===== src/rtl/updown_ctrl_pkg.sv =====
// Shared definitions for the up/down button sequencer: FSM state encodings
// (also consumed by the status display) and timer sizing.
package updown_ctrl_pkg;

    typedef enum logic [1:0] {
        S_IDLE   = 2'd0,
        S_PRESS  = 2'd1,
        S_REPEAT = 2'd2,
        S_LOCK   = 2'd3
    } state_t;

    // Timer only has to reach max(hold, repeat) - 1.
    function automatic int unsigned timer_width(input int unsigned hold_dly,
                                                input int unsigned rpt_per);
        int unsigned m;
        m = (hold_dly > rpt_per) ? hold_dly : rpt_per;
        return (m < 2) ? 1 : $clog2(m);
    endfunction

endpackage


===== src/rtl/hold_timer.sv =====
// Count-up timer with synchronous clear, count enable and a terminal-compare
// flag against a run-time selectable terminal value.
module hold_timer #(
    parameter int unsigned W = 4
) (
    input  logic         clk,
    input  logic         rst,
    input  logic         i_clr,
    input  logic         i_en,
    input  logic [W-1:0] i_term,
    output logic         o_done
);

    logic [W-1:0] r_count;

    always_ff @(posedge clk or posedge rst) begin
        if (rst)
            r_count <= '0;
        else if (i_clr)
            r_count <= '0;
        else if (i_en)
            r_count <= r_count + 1'b1;
    end

    assign o_done = (r_count == i_term);

endmodule


===== src/rtl/updown_ctrl.sv =====
// Button sequencer for counterUD: edge-triggered strobes, press-and-hold
// auto-repeat, two-button lockout and optional saturation at MIN/MAX.
module updown_ctrl
    import updown_ctrl_pkg::*;
#(
    parameter int unsigned N        = 4,
    parameter int unsigned MAX      = 2**N - 1,
    parameter int unsigned MIN      = 0,
    parameter int unsigned WRAP     = 0,
    parameter int unsigned HOLD_DLY = 25_000_000,
    parameter int unsigned RPT_PER  = 5_000_000
) (
    input  logic         clk,
    input  logic         rst,
    input  logic         btn_up,
    input  logic         btn_down,
    input  logic [N-1:0] cnt,
    output logic         up_o,
    output logic         down_o,
    output logic         at_max,
    output logic         at_min,
    output logic [1:0]   state_o
);

    localparam int unsigned    TW        = timer_width(HOLD_DLY, RPT_PER);
    localparam logic [TW-1:0]  HOLD_TERM = TW'(HOLD_DLY - 1);
    localparam logic [TW-1:0]  RPT_TERM  = TW'(RPT_PER - 1);

    state_t        r_state, w_state_nx;
    logic          r_dir, w_dir_nx;
    logic          r_prev_up, r_prev_dn;
    logic          r_up_o, r_down_o;
    logic          w_rise_up, w_rise_dn;
    logic          w_held, w_other;
    logic          w_strobe, w_clr, w_en, w_done;
    logic          w_up_ok, w_dn_ok;
    logic [TW-1:0] w_term;

    assign w_rise_up = btn_up   & ~r_prev_up;
    assign w_rise_dn = btn_down & ~r_prev_dn;
    assign w_held    = r_dir ? btn_up   : btn_down;
    assign w_other   = r_dir ? btn_down : btn_up;
    assign w_term    = (r_state == S_REPEAT) ? RPT_TERM : HOLD_TERM;

    assign at_max  = (cnt == N'(MAX));
    assign at_min  = (cnt == N'(MIN));
    assign w_up_ok = (WRAP != 0) || !at_max;
    assign w_dn_ok = (WRAP != 0) || !at_min;

    hold_timer #(.W(TW)) u_hold_timer (
        .clk    (clk),
        .rst    (rst),
        .i_clr  (w_clr),
        .i_en   (w_en),
        .i_term (w_term),
        .o_done (w_done)
    );

    always_comb begin
        w_state_nx = r_state;
        w_dir_nx   = r_dir;
        w_strobe   = 1'b0;
        w_clr      = 1'b1;
        w_en       = 1'b0;
        unique case (r_state)
            S_IDLE: begin
                if (btn_up && btn_down) begin
                    w_state_nx = S_LOCK;
                end else if (w_rise_up || w_rise_dn) begin
                    w_strobe   = 1'b1;
                    w_dir_nx   = w_rise_up;
                    w_state_nx = S_PRESS;
                end
            end
            S_PRESS, S_REPEAT: begin
                if (!w_held) begin
                    w_state_nx = S_IDLE;
                end else if (w_other) begin
                    w_state_nx = S_LOCK;
                end else if (w_done) begin
                    w_strobe   = 1'b1;
                    w_state_nx = S_REPEAT;
                end else begin
                    w_clr = 1'b0;
                    w_en  = 1'b1;
                end
            end
            S_LOCK: begin
                if (!btn_up && !btn_down)
                    w_state_nx = S_IDLE;
            end
            default: w_state_nx = S_IDLE;
        endcase
    end

    // Gating drops only the strobe; FSM and timer advance regardless.
    always_ff @(posedge clk or posedge rst) begin
        if (rst) begin
            r_state   <= S_IDLE;
            r_dir     <= 1'b1;
            r_prev_up <= 1'b1;
            r_prev_dn <= 1'b1;
            r_up_o    <= 1'b0;
            r_down_o  <= 1'b0;
        end else begin
            r_state   <= w_state_nx;
            r_dir     <= w_dir_nx;
            r_prev_up <= btn_up;
            r_prev_dn <= btn_down;
            r_up_o    <= w_strobe &  w_dir_nx & w_up_ok;
            r_down_o  <= w_strobe & ~w_dir_nx & w_dn_ok;
        end
    end

    assign up_o    = r_up_o;
    assign down_o  = r_down_o;
    assign state_o = r_state;

endmodule


===== config.mk =====
export PLATFORM = sky130hd
export DESIGN_NAME = updown_ctrl
export DESIGN_NICKNAME = d
export VERILOG_FILES = /design/src/rtl/updown_ctrl_pkg.sv /design/src/rtl/hold_timer.sv /design/src/rtl/updown_ctrl.sv
export SDC_FILE = /design/constraint.sdc
export NUM_CORES = 1
export LEC_CHECK = 0
export CORE_ASPECT_RATIO = 0.8
export CORE_MARGIN = 8
export CORE_UTILIZATION = 31
export DETAILED_ROUTE_END_ITERATION = 10
export DONT_BUFFER_PORTS = 1
export PLACE_DENSITY = 0.53
export SYNTH_ARGS = -nofsm -noshare
export SYNTH_HDL_FRONTEND = slang
export SYNTH_SLANG_ARGS = --single-unit

===== constraint.sdc =====
create_clock -name clk -period 2.3 [get_ports clk]
set_clock_uncertainty 0.2 [all_clocks]
set_input_delay 0.46 -clock clk [delete_from_list [all_inputs] [get_ports clk]]
set_output_delay 0.46 -clock clk [all_outputs]
set_load 0.005 [all_outputs]

== Word-level counts from Yosys, hierarchy flattened ==
Index checks and enable logic that the tools add are counted.

* Register bits: 32
* Input bits: 8
* Output and inout bits: 6
* Logic and storage cells: 65

* Add/subtract/negate cells: 1
* Eq/ne operators: 8
* Muxes and demuxes: 28
* Bitwise logic cells: 9
* Reduce and logical (&&, ||, !) cells: 12

{| class="wikitable"
|+ Operators by type and width
! cell !! number
|-
| $mux W25 || 3
|-
| $add A25 B1 Y25 const B || 1
|-
| $eq A25 B25 Y1 || 1
|-
| $mux W1 || 17
|-
| $mux W2 || 6
|-
| $and A1 B1 Y1 || 6
|-
| $pmux W2 S3 || 1
|-
| $eq A2 B2 Y1 const B || 2
|-
| $eq A4 B4 Y1 const B || 1
|-
| $logic_not A1 Y1 || 4
|-
| $logic_not A4 Y1 || 1
|-
| $ne A4 B3 Y1 const B || 1
|-
| $ne A3 B3 Y1 const B || 1
|-
| $not A1 Y1 || 3
|-
| $reduce_and A3 Y1 || 1
|-
| $eq A2 B1 Y1 const B || 1
|-
| $logic_and A1 B1 Y1 || 2
|-
| $logic_not A2 Y1 || 1
|-
| $ne A2 B2 Y1 const B || 1
|-
| $pmux W1 S2 || 1
|-
| $reduce_bool A2 Y1 || 1
|-
| $reduce_or A2 Y1 || 1
|-
| $logic_or A1 B1 Y1 || 1
|}

== Longest topological paths before layout ==
* Depth after elaboration: 9
* Depth in mapped cells: 9
* Gate-level depth less buffers: 7

== Cells and area by module ==
From an unflattened synthesis, not the netlist that was laid out.

* Cell total of the unflattened synthesis: 221
* Area, all modules: 2,110.8 um2

{| class="wikitable"
|+ Modules (own cells, without submodules)
! module !! times used !! cells each !! area an instance (um2) !! seq. area each (um2)
|-
| hold_timer || 1 || 171 || 1,612.8 || 625.6
|-
| updown_ctrl || 1 || 50 || 498.0 || 178.9
|}

== Worst setup path before layout ==
OpenSTA, ideal clock, no wires.

* Path type: flip-flop to flip-flop
* Start: register r_state[0] (netlist: state_o[0])
* End: register u_hold_timer.r_count[14]
* Library setup time: 119 ps
* Arrival: 1,909 ps
* Required time: 1,981 ps
* Path slack: 72 ps
* Stages on the path, launching flop included: 9
* Buffers on the path: 2
* Period minus slack after synthesis: 2,228 ps
* Path through: dfrtp_1 inv_1 ha_1 or4_4 a2111oi_4 or2_1 buf_4 buf_6 nor2_1

* Cells in the longest elaborated chain, start to end: 8
* Elaborated cells on any way between the ends: 15
* Those cells by class: 3 x eq/ne; 10 x mux; 2 x reduce/logical

{| class="wikitable"
|+ RTL lines
! element !! line !! source
|-
| from (decl) || updown_ctrl.sv:29 || <nowiki>state_t r_state, w_state_nx;</nowiki>
|-
| from (signal assigned) || updown_ctrl.sv:106 || <nowiki>r_state <= w_state_nx;</nowiki>
|-
| $eq A2 B2 Y1 || updown_ctrl.sv:43, updown_ctrl.sv:65 ||
|-
| $mux W25 || updown_ctrl.sv:43 || <nowiki>assign w_term = (r_state == S_REPEAT) ? RPT_TERM : HOLD_TERM;</nowiki>
|-
| $eq A25 B25 Y1 || hold_timer.sv:25 || <nowiki>assign o_done = (r_count == i_term);</nowiki>
|-
| $mux W1 || updown_ctrl.sv:80 || <nowiki>end else if (w_done) begin</nowiki>
|-
| $mux W1 || updown_ctrl.sv:78 || <nowiki>end else if (w_other) begin</nowiki>
|-
| $mux W1 || updown_ctrl.sv:76 || <nowiki>if (!w_held) begin</nowiki>
|-
| $mux W1 || updown_ctrl.sv:65 || <nowiki>unique case (r_state)</nowiki>
|-
| $mux W25 / $reduce_bool A2 Y1 (equally long branches) || - ||
|-
| to (signal assigned) || hold_timer.sv:22 || <nowiki>r_count <= r_count + 1'b1;</nowiki>
|-
| to (decl) || hold_timer.sv:14 || <nowiki>logic [W-1:0] r_count;</nowiki>
|}

Several ways; a longest one is shown, not always the timed one.
A chain may end at the register's enable or synchronous reset.

== Worst setup path in the final report ==
* Start: register r_state[1] (netlist: state_o[1])
* End: register r_state[1] (netlist: state_o[1])

* Cells in the longest elaborated chain, start to end: 5
* Elaborated cells on any way between the ends: 12
* Those cells by class: 7 x eq/ne; 2 x mux; 3 x reduce/logical

{| class="wikitable"
|+ RTL lines
! element !! line
|-
| $eq A2 B2 Y1 || updown_ctrl.sv:43, updown_ctrl.sv:65
|-
| $mux W25 || updown_ctrl.sv:43
|-
| $eq A25 B25 Y1 || hold_timer.sv:25
|-
| $ne A4 B3 Y1 (no line) || -
|-
| $reduce_and A3 Y1 (no line) || -
|}

Several ways; a longest one is shown, not always the timed one.

==> results by group <==
Floorplan
  • Die width: around 99 um
  • Rows: 24
  • Core footprint: ~0.0054 mm2
  • Chip height: approximately 83 um
  • IO Pins: 14
  • Die Area: roughly 0.008 mm2
  • Initial core utilization: a little under a third

Placement
  • GP Congestion: 0.7528
  • Placed instance area: about 0.0019 mm2
  • Worst slack at placement: -0.06146 ns
  • HPWL Detailed: roughly 2.6 mm
  • Port Buf Inserts: 0

Finish
  • Synthesis-to-finish area growth: 19.33%
  • N_diodes: 0
  • Share of cells above drive strength 1: roughly 18%
  • Final instance area: ~0.0021 mm2
  • Final Core Density: 38.15%
  • Nets: approximately 210

Min path
  • Hold path startpoint: btn_down
  • Hold-critical path depth: 2
  • WHS Endpoint: state_o[0]
  • Worst min path class: input pin to flip-flop

Critical path
  • Internal reg-to-reg setup slack: ~0.11 ns
  • Worst Path Max Fanout: 3
  • CP startpoint kind: flip-flop
  • R2r startpoint: state_o[1]
  • Data required, critical path: about 2.3 ns
  • CP cell instances: ha_4 > or4_4 > a2111oi_4 > buf_4 > o211ai_1 > mux2i_1
  • Reg2reg path depth: 6
  • Slowest-stage cell, CP: or4_4
  • Crit path kind: flip-flop to flip-flop
  • Setup crit end kind: flip-flop
  • Worst R2R End: state_o[1]
  • Max incr delay on CP: 0.43 ns
  • Worst Path Arrival: approximately 2.2 ns

STA
  • Slew Limit Fails: 0
  • PnR worst setup slack: approximately 0.11 ns
  • Slew Limit Headroom: between 50% and 60%
  • Fmax achieved: ~0.46 GHz
  • Fin crit period: around 2.2 ns
  • Worst slew pin tran: 0.6378 ns
  • Setup TNS: 0 ns
  • Setup violations, final: 0
  • Final hold vios: 0
  • Setup repair after global routing missed its margin: true
  • Period utilisation layout: 95.20%

Power
  • P_int: between 1 and 1.5 mW
  • Peak supply drop: approximately 0.29 mV
  • Switch share: between 20% and 30%
  • LEAKAGE: 0.8154 nW
  • Sequential power share: between 40% and 50%
  • Clock share of power: between 30% and 40%
  • Combinational fraction of design power: around 26%
  • Final Power: 1.565 mW
  • Net Switching: 0.4691 mW
  • Power per cell area: about 760 mW/mm2

Synth
  • Synth cell types: 39
  • Synth Area per Inst: slightly below 10 um2
  • Number of synthesized register bits: 32
  • Post-synth ARST share: 100.0%
  • Synth Cell Area: 0.001728 mm2
  • Register area share after synthesis: 46.56%
  • Mapped Cells: 177
  • Syn_nets: 190
  • Yosys warns: 0
  • Post-synth EDFFs: 0
  • Top_reg_cell synth: dfrtp_1

CTS
  • CTS Buffer Depth: 2
  • Root Driver: clkbuf_8
  • CTS tree: yes
  • Clock sinks: 32
  • Clk slew on worst S/H paths: approximately 0.07 ns
  • CTS H-Tree Depth: 2
  • Clk_lat worst skew: a little under 0.3 ns
  • Total CTS buffers: 5

Global routing
  • Largest net degree at the start of global routing: 26
  • GRT Total Usage: around a tenth
  • First-pass GRT wire length: roughly 6.6 mm
  • Total gr overflow: 0
  • Number of global-route vias before repair: 1,331
  • Initial antenna violation count: 0

Route
  • Drt initial violations: 39
  • Antenna viol nets, final: 0
  • DRC: 0
  • WL/cell: approximately 15 um
  • Vias: around 1,300
  • Detailed Route WL: between 3 and 4 mm
  • Routed vias/inst: 5.012
  • Router iterations before antenna repair: 4

Outcome
  • Status: completed

Run
  • # Max-Cap Violations: 0
-- metrics by stage --
| stage | hold WS [ns] | instances |
|---|---|---|
| floorplan | 0.2637 | 177 |
| global placement | 0.2165 | 246 |
| detailed placement | 0.2259 | 246 |
| CTS | 0.1727 | 257 |
| global route | 0.1970 | 259 |
| finish | 0.1905 | 259 |
-- worst max-delay path, delay by kind of cell (launching register included) --
family	cells	cell delay, ns
AO/OA/AOI/OAI	2	0.50
multiplexers	1	0.16
buffers and inverters	1	0.17
flip-flops	1	0.42
adder cells (fa/ha/maj)	1	0.18
AND/OR/NAND/NOR	1	0.43
-- worst max path at each step --
stage                                        start                  endpoint  slack, ns  depth (start not counted)
after global placement                  state_o[0]                    down_o       0.03                          7
final                                   state_o[1]                state_o[1]       0.11                          6
after global routing                    state_o[0]                      up_o      -0.06                          7
after CTS                 u_hold_timer.r_count[12]                    down_o      0.008                          5
after floorplan                         state_o[0]  u_hold_timer.r_count[14]       0.07                          8
after detailed placement                state_o[0]                    down_o      -0.06                          7
-- per-layer routing --
metal	vias to the layer above	track usage, %	wire length, um
met2	14	15.72	1694
met5	-	0	0
met4	0	6.325	87
met3	6	2.250	89
met1	640	13.68	1995
li1	638	-	-
-- layout by cell type (no fill, tap or decap), drive strengths merged, types with 2 or more instances in the layout --
| master | count |
|---|---|
| nand4 | 4 |
| nand3 | 8 |
| dfstp | 3 |
| clkbuf | 6 |
| nor2 | 34 |
| nor4b | 3 |
| dlygate4sd3 | 3 |
| xor2 | 7 |
| and3 | 3 |
| nor4 | 3 |
| buf | 10 |
| or2 | 2 |
| inv | 7 |
| nand2 | 14 |
| and4 | 5 |
| xnor2 | 16 |
| nor3 | 9 |
| ha | 5 |
| mux2i | 2 |
| o21ai | 3 |
| nor3b | 2 |
| nor2b | 2 |
| dfrtp | 29 |
-- power by group through the flow --
stage | Sequential, mW | Clock (mW) | Combinational, mW
finish | 0.630 | 0.533 | 0.402
global placement | 0.635 | 0 | 0.353
detailed placement | 0.636 | 0 | 0.353
CTS | 0.627 | 0.550 | 0.373
global route | 0.636 | 0.568 | 0.448
floorplan | 0.640 | 0 | 0.256
-- synthesized netlist by cell type (all sizes together) (4+ instances only) --
cell | instances | area share, %
nand3 | 8 | 2.3
and4 | 5 | 2.6
nor2 | 34 | 7.4
xor2 | 7 | 3.5
nand2 | 14 | 3.0
dfrtp | 29 | 42
inv | 7 | 1.5
nor3 | 9 | 2.6
xnor2 | 16 | 8.1
nand4 | 4 | 1.8
ha | 5 | 3.6
-- sequential cells by signal, summed over array words and instances (netlist names) --
signal                cells
down_o                    1
r_dir                     1
r_prev_dn                 1
r_prev_up                 1
state_o                   2
u_hold_timer.r_count     25
up_o                      1
-- cells by family after synthesis --
kind of cell	Yosys count	synth area share, %
simple gates	92	27.52
xor+xnor	23	11.66
buf+inv	11	3.476
fa+ha+maj	5	3.621
mux	3	1.810
compound gates	11	5.359
flops	32	46.56
-- final cells by class --
class                           instances  area [um2]
Fill cell                             554        3343
Inverter                                7       26.28
Clock buffer                            6       72.57
Multi-Input combinational cell        134       910.9
Sequential cell                        32       805.8
Clock inverter                          2       35.03
Timing Repair Buffer                   13       130.1
Tap cell                               65       81.33
-- repair_timing --
item	in CTS	in global routing
endpoints found under the setup margin	27	27
hold endpoints to repair	14	0
buffers inserted	0	2
gates resized for setup	5	4
hold buffers	3	0
pin swaps	4	6
Power figures use the tool's default switching activity.
